**src/rtl/bcd_display_driver_pkg.sv**
```systemverilog
// Shared types and constants for the BCD display driver: converter FSM
// encodings and active-low {g,f,e,d,c,b,a} segment patterns.
package bcd_display_driver_pkg;

  typedef enum logic [1:0] {
    S_IDLE = 2'd0,
    S_CONV = 2'd1,
    S_DONE = 2'd2
  } state_t;

  localparam logic [6:0] SEG_0     = 7'b1000000;
  localparam logic [6:0] SEG_1     = 7'b1111001;
  localparam logic [6:0] SEG_2     = 7'b0100100;
  localparam logic [6:0] SEG_3     = 7'b0110000;
  localparam logic [6:0] SEG_4     = 7'b0011001;
  localparam logic [6:0] SEG_5     = 7'b0010010;
  localparam logic [6:0] SEG_6     = 7'b0000010;
  localparam logic [6:0] SEG_7     = 7'b1111000;
  localparam logic [6:0] SEG_8     = 7'b0000000;
  localparam logic [6:0] SEG_9     = 7'b0010000;
  localparam logic [6:0] SEG_BLANK = 7'h7F;

endpackage

```
**src/rtl/seg7_decoder.sv**
```systemverilog
// Combinational BCD digit to active-low 7-segment pattern, zero latency.
// Non-decimal codes 10..15 light nothing.
module seg7_decoder
  import bcd_display_driver_pkg::*;
(
  input  logic [3:0] bcd_in,
  output logic [6:0] seg_out
);

  always_comb begin
    seg_out = SEG_BLANK;
    case (bcd_in)
      4'd0: seg_out = SEG_0;
      4'd1: seg_out = SEG_1;
      4'd2: seg_out = SEG_2;
      4'd3: seg_out = SEG_3;
      4'd4: seg_out = SEG_4;
      4'd5: seg_out = SEG_5;
      4'd6: seg_out = SEG_6;
      4'd7: seg_out = SEG_7;
      4'd8: seg_out = SEG_8;
      4'd9: seg_out = SEG_9;
      default: seg_out = SEG_BLANK;
    endcase
  end

endmodule

```
**src/rtl/bcd_display_driver.sv**
```systemverilog
// Binary-to-BCD (double-dabble, one bit per cycle, 2*WIDTH+2 cycles per result)
// feeding a free-running multiplexed 7-segment scanner with leading-zero blanking.
module bcd_display_driver
  import bcd_display_driver_pkg::*;
#(
  parameter int WIDTH    = 8,
  parameter int DIGITS   = 5,
  parameter int SCAN_DIV = 1000
) (
  input  logic                  clk,
  input  logic                  rst,
  input  logic                  load,
  input  logic [2*WIDTH-1:0]    bin_in,
  output logic                  busy,
  output logic                  done,
  output logic [4*DIGITS-1:0]   bcd_out,
  output logic [6:0]            seg_out,
  output logic [DIGITS-1:0]     an_out
);

  localparam int BIN_W  = 2 * WIDTH;
  localparam int BCD_W  = 4 * DIGITS;
  localparam int STEP_W = $clog2(BIN_W + 1);
  localparam int PRE_W  = (SCAN_DIV > 1) ? $clog2(SCAN_DIV) : 1;
  localparam int IDX_W  = (DIGITS > 1) ? $clog2(DIGITS) : 1;

  state_t              state_q, state_d;
  logic [BIN_W-1:0]    shift_q, shift_d;
  logic [BCD_W-1:0]    scratch_q, scratch_d;
  logic [BCD_W-1:0]    scratch_adj;
  logic [STEP_W-1:0]   step_q, step_d;
  logic [BCD_W-1:0]    bcd_q, bcd_d;
  logic                done_q, done_d;

  logic [PRE_W-1:0]    pre_q, pre_d;
  logic [IDX_W-1:0]    idx_q, idx_d;

  logic [3:0]          digit_sel;
  logic                upper_zero;
  logic                blank;
  logic [6:0]          seg_raw;

  // Add-3 correction applied before each shift keeps every nibble decimal.
  always_comb begin
    scratch_adj = scratch_q;
    for (int i = 0; i < DIGITS; i++) begin
      if (scratch_q[4*i +: 4] >= 4'd5) begin
        scratch_adj[4*i +: 4] = scratch_q[4*i +: 4] + 4'd3;
      end
    end
  end

  always_comb begin
    state_d   = state_q;
    shift_d   = shift_q;
    scratch_d = scratch_q;
    step_d    = step_q;
    bcd_d     = bcd_q;
    done_d    = 1'b0;
    case (state_q)
      S_IDLE: begin
        if (load) begin
          shift_d   = bin_in;
          scratch_d = '0;
          step_d    = '0;
          state_d   = S_CONV;
        end
      end
      S_CONV: begin
        {scratch_d, shift_d} = {scratch_adj, shift_q} << 1;
        step_d = step_q + 1'b1;
        if (step_q == STEP_W'(BIN_W - 1)) begin
          state_d = S_DONE;
        end
      end
      S_DONE: begin
        bcd_d   = scratch_q;
        done_d  = 1'b1;
        state_d = S_IDLE;
      end
      default: state_d = S_IDLE;
    endcase
  end

  // Scan timing never looks at the converter; it only reads the committed result.
  always_comb begin
    pre_d = pre_q + 1'b1;
    idx_d = idx_q;
    if (pre_q == PRE_W'(SCAN_DIV - 1)) begin
      pre_d = '0;
      idx_d = (idx_q == IDX_W'(DIGITS - 1)) ? '0 : idx_q + 1'b1;
    end
  end

  always_ff @(posedge clk) begin
    if (rst) begin
      state_q   <= S_IDLE;
      shift_q   <= '0;
      scratch_q <= '0;
      step_q    <= '0;
      bcd_q     <= '0;
      done_q    <= 1'b0;
      pre_q     <= '0;
      idx_q     <= '0;
    end else begin
      state_q   <= state_d;
      shift_q   <= shift_d;
      scratch_q <= scratch_d;
      step_q    <= step_d;
      bcd_q     <= bcd_d;
      done_q    <= done_d;
      pre_q     <= pre_d;
      idx_q     <= idx_d;
    end
  end

  // Digit mux and blanking both read registered index and result, so a scan
  // step and a result update on the same edge show the new value at once.
  always_comb begin
    digit_sel  = 4'd0;
    an_out     = '1;
    upper_zero = 1'b1;
    for (int i = 0; i < DIGITS; i++) begin
      if (IDX_W'(i) == idx_q) begin
        digit_sel = bcd_q[4*i +: 4];
        an_out[i] = 1'b0;
      end
      if ((IDX_W'(i) >= idx_q) && (bcd_q[4*i +: 4] != 4'd0)) begin
        upper_zero = 1'b0;
      end
    end
    blank = (idx_q != '0) && upper_zero;
  end

  seg7_decoder u_seg7_decoder (
    .bcd_in  (digit_sel),
    .seg_out (seg_raw)
  );

  assign seg_out = blank ? SEG_BLANK : seg_raw;
  assign busy    = (state_q != S_IDLE);
  assign done    = done_q;
  assign bcd_out = bcd_q;

endmodule

```
**config.mk**
```make
export PLATFORM = sky130hd
export DESIGN_NAME = bcd_display_driver
export DESIGN_NICKNAME = d
export VERILOG_FILES = /design/src/rtl/bcd_display_driver_pkg.sv /design/src/rtl/seg7_decoder.sv /design/src/rtl/bcd_display_driver.sv
export SDC_FILE = /design/constraint.sdc
export NUM_CORES = 1
export LEC_CHECK = 0
export ABC_CLOCK_PERIOD_IN_PS = 3300
export CELL_PAD_IN_SITES_DETAIL_PLACEMENT = 0
export CELL_PAD_IN_SITES_GLOBAL_PLACEMENT = 1
export CORE_MARGIN = 10
export CORE_UTILIZATION = 40
export DETAILED_ROUTE_END_ITERATION = 6
export GPL_ROUTABILITY_DRIVEN = 0
export GPL_TIMING_DRIVEN = 0
export PLACE_DENSITY = 0.89
export SLEW_MARGIN = 20
export SYNTH_ARGS = -nofsm -noshare
export SYNTH_HDL_FRONTEND = slang
export SYNTH_SLANG_ARGS = --single-unit
```
**constraint.sdc**
```tcl
create_clock -name clk -period 3.3 [get_ports clk]
set_input_delay 0.66 -clock clk [delete_from_list [all_inputs] [get_ports clk]]
set_output_delay 0.66 -clock clk [all_outputs]
set_load 0.05 [all_outputs]
```
==> impl_metrics.ini, run 1 <==
[grt]
grt_pass1_vias = 3476
grt.total_usage_pct = 13.9
grt_max_degree = 15
antenna_found_initial = 0
grt_pass1_wl_um = 16600
grt.overflow.total = 0

[setup_path]
r2r_cells = 5
crit_path_start_kind = flip-flop
slowest_delay_ns = 0.39
crit_path_end_kind = primary output
path_class = flip-flop to primary output
cp_common_cell = buf_4
cpLargestDelayFamily = buffers and inverters
crit_chain = buf_6 -> clkinvlp_4 -> ha_4 -> and2_4 -> a22oi_2 -> o21a_1 -> buf_4 -> buf_4 -> a21oi_1 -> o211ai_1 -> clkbuf_4
worst-path-stages = 11
cp.arrival_ns = 2.56
cp_max_fo = 10
critPathSlowestCell = dfxtp_4
worstPathRequired_ns = 2.64
crit_buf_inv = 5

[floorplanning]
core-area_um2 = 9280
top_level_ports = 53
start_util_pct = 41.2
die_w_um = 118
dieHeight_um = 118
die-area_um2 = 13900
rows = 35

[route]
ant_nets = 0
drtIter0Drc = 245
wl_per_cell_um = 14.3
finalWirelength_um = 9940
dr.pass1.iters = 4
drc = 0
vias_per_cell = 5.17
num_vias = 3590

[synth]
ys.flop_type = dfxtp_1
ys_ff_latch = 77
synthCells = 493
syn_area_um2 = 3820
synth_fp_nets = 529
ys_types = 49
seq_area_frac_synth_pct = 40.3
synth.avg_cell_area_um2 = 7.75
synth-edff-count = 0
async_reset_ff_share_pct = 0
yosysWarnings = 0

[place]
place_inst = 673
post-dp-hpwl_um = 7210
dpl-instance-area_um2 = 4500
port_buffers = 51

[status]
status = finished clean

[power]
p_seq_share_pct = 46.5
p_sw_share_pct = 23.2
power_frac_comb_pct = 7.6
clock_power_share_pct = 45.9
leakagePower_uw = 0.00184
intPower_uw = 1600
p_switching_uw = 483
total_power_uw = 2080
power_density_nw_per_um2 = 422
vdd_ir_drop_max_mv = 0.319

[timing]
fin_skew_ns = 0.00704
tightest_slew_ns = 0.529
fin_crit_sh_pct = 97.7
finalSetupViolations = 0
max_clock_freq_mhz = 310
final.setup.tns_ns = 0
hold_viol = 0
maxSlewHeadroom_pct = 64.7
rsz0062_at_grt = true
drv_slew = 0
fin_crit_ns = 3.22

[finish]
n_antenna_cell = 0
layout_commonest_cell = nor2_1
fin_area_um2 = 4930
fin_cells = 694
fill_cells = 913
final_cell_mix = 85 x nor2_1, 75 x dfxtp_1, 55 x nand2_1
utilization_pct = 53.1
drive_gt1_share_pct = 11.9
area_delta_synth_final_pct = 29.1
nets = 596

[clock_network]
cts_tree = yes
clkLatencyLatePin_ns = 0.36
clockRootBuffer = clkbuf_8
clk_pin_slew_worst_paths_ns = 0.09
clockBufferDepth = 2
cts_buffers = 9
htreeDepth = 3
cts_sinks = 77

[min_path]
worstHoldPathCells = 1
hold_path.class = flip-flop to flip-flop

[flow_run]
max-cap-violations = 0
-- routing by layer --
metal	GRT usage, %	share of wire [%]	routed length [µm]	vias up
met5	0	0	0	-
met4	3.48	1.3	126	0
met3	3.69	5.3	522	15
met2	23.2	47	4680	89
met1	17.4	46	4610	1663
li1	-	-	-	1823
-- registers in the layout (all words and copies together) (netlist names) --
name / count
bcd_out: 20
scratch_q: 20
shift_q: 16
pre_q: 10
step_q: 5
idx_q: 3
state_q: 2
done: 1
-- power groups by stage --
| stage | Sequential (µW) | Clock [µW] | Combinational (µW) |
|---|---|---|---|
| global route | 971 | 1010 | 178 |
| global placement | 990 | 0 | 156 |
| detailed placement | 991 | 0 | 158 |
| floorplan | 988 | 0 | 102 |
| finish | 968 | 955 | 157 |
| CTS | 969 | 961 | 159 |
-- worst paths after layout --
kind / start / endpoint / slack, ns
min reg2reg: pre_q[0] / pre_q[0] / 0.45
max reg2reg: state_q[0] / scratch_q[14] / 1.46
min: pre_q[0] / pre_q[0] / 0.45
max: idx_q[0] / seg_out[0] / 0.08
-- cells in the mapped netlist (2+ instances only) --
| cell type | instances | share of area, % |
|---|---|---|
| a211oi_1 | 2 | 0.39 |
| a21oi_1 | 46 | 6.0 |
| a22oi_1 | 4 | 0.79 |
| a311oi_1 | 3 | 0.69 |
| a31oi_1 | 8 | 1.3 |
| a32oi_1 | 5 | 1.1 |
| and2_1 | 5 | 0.82 |
| and3_1 | 2 | 0.33 |
| and3b_1 | 5 | 1.1 |
| buf_1 | 5 | 0.49 |
| buf_2 | 5 | 0.65 |
| buf_4 | 3 | 0.59 |
| clkbuf_1 | 17 | 1.7 |
| dfxtp_1 | 77 | 40 |
| ha_1 | 17 | 5.6 |
| inv_1 | 20 | 2.0 |
| mux2i_1 | 2 | 0.52 |
| nand2_1 | 55 | 5.4 |
| nand2b_1 | 10 | 1.6 |
| nand3_1 | 15 | 2.0 |
| nand4_1 | 3 | 0.49 |
| nor2_1 | 86 | 8.4 |
| nor2b_1 | 3 | 0.49 |
| nor3_1 | 7 | 0.92 |
| nor4_1 | 19 | 3.1 |
| o211ai_1 | 2 | 0.39 |
| o21a_1 | 6 | 1.2 |
| o21ai_0 | 16 | 2.1 |
| o21ai_1 | 2 | 0.26 |
| o31ai_1 | 5 | 0.98 |
| or2_2 | 2 | 0.33 |
| or3_1 | 3 | 0.49 |
| xnor2_1 | 11 | 2.5 |
| xor2_1 | 7 | 1.6 |
-- logic make-up (layout without fill, tap and decap cells) --
| logic type | count (synthesis) | in the layout | synth area share, % |
|---|---|---|---|
| muxes | 3 | 3 | 0.819 |
| DFF | 77 | 77 | 40.3 |
| adders and majority gates | 17 | 17 | 5.57 |
| and+or+nand+nor | 225 | 225 | 27.7 |
| xor gates and xnor gates | 18 | 18 | 4.13 |
| AOI/OAI and AO/OA | 102 | 102 | 15.9 |
| buffers and inverters | 51 | 123 | 5.50 |
-- per-stage QoR --
| stage | hold slack, ns | worst slack, ns |
|---|---|---|
| after CTS | 0.449 | 0.0729 |
| after floorplan | 0.413 | 0.0216 |
| after detailed placement | 0.436 | -0.545 |
| after global routing | 0.469 | -0.0794 |
| after global placement | 0.423 | -0.536 |
| final | 0.448 | 0.0758 |
-- what timing repair did --
item                                    4_1_cts  5_1_grt
endpoints found under the setup margin        7        7
hold buffers                                  0        0
pin swaps                                     2        2
buffers inserted                              3        3
gates resized for setup                      55       19
gates cloned                                  0        0
-- final cells by class --
class                   instances  area [µm²]  share of cell area (%)
clock inverters                 7         146                    2.97
repair buffers                 57         544                    11.0
multi-input cells             365        2190                    44.4
flip-flops and latches         77        1550                    31.4
clock buffers                   9         124                    2.51
well taps                     129         161                    3.27
inverters                      20        78.8                    1.60
plain buffers                  30         136                    2.77
(Power assumes the default switching activity.)
==> run 2, diff against run 1 <==
--- a/config.mk
+++ b/config.mk
@@ -14,7 +14,6 @@
 export GPL_ROUTABILITY_DRIVEN = 0
 export GPL_TIMING_DRIVEN = 0
 export PLACE_DENSITY = 0.89
-export SLEW_MARGIN = 20
 export SYNTH_ARGS = -nofsm -noshare
 export SYNTH_HDL_FRONTEND = slang
 export SYNTH_SLANG_ARGS = --single-unit
==> results of run 2 <==
No change in the layout: final DEF, timing and power equal those of run 1.
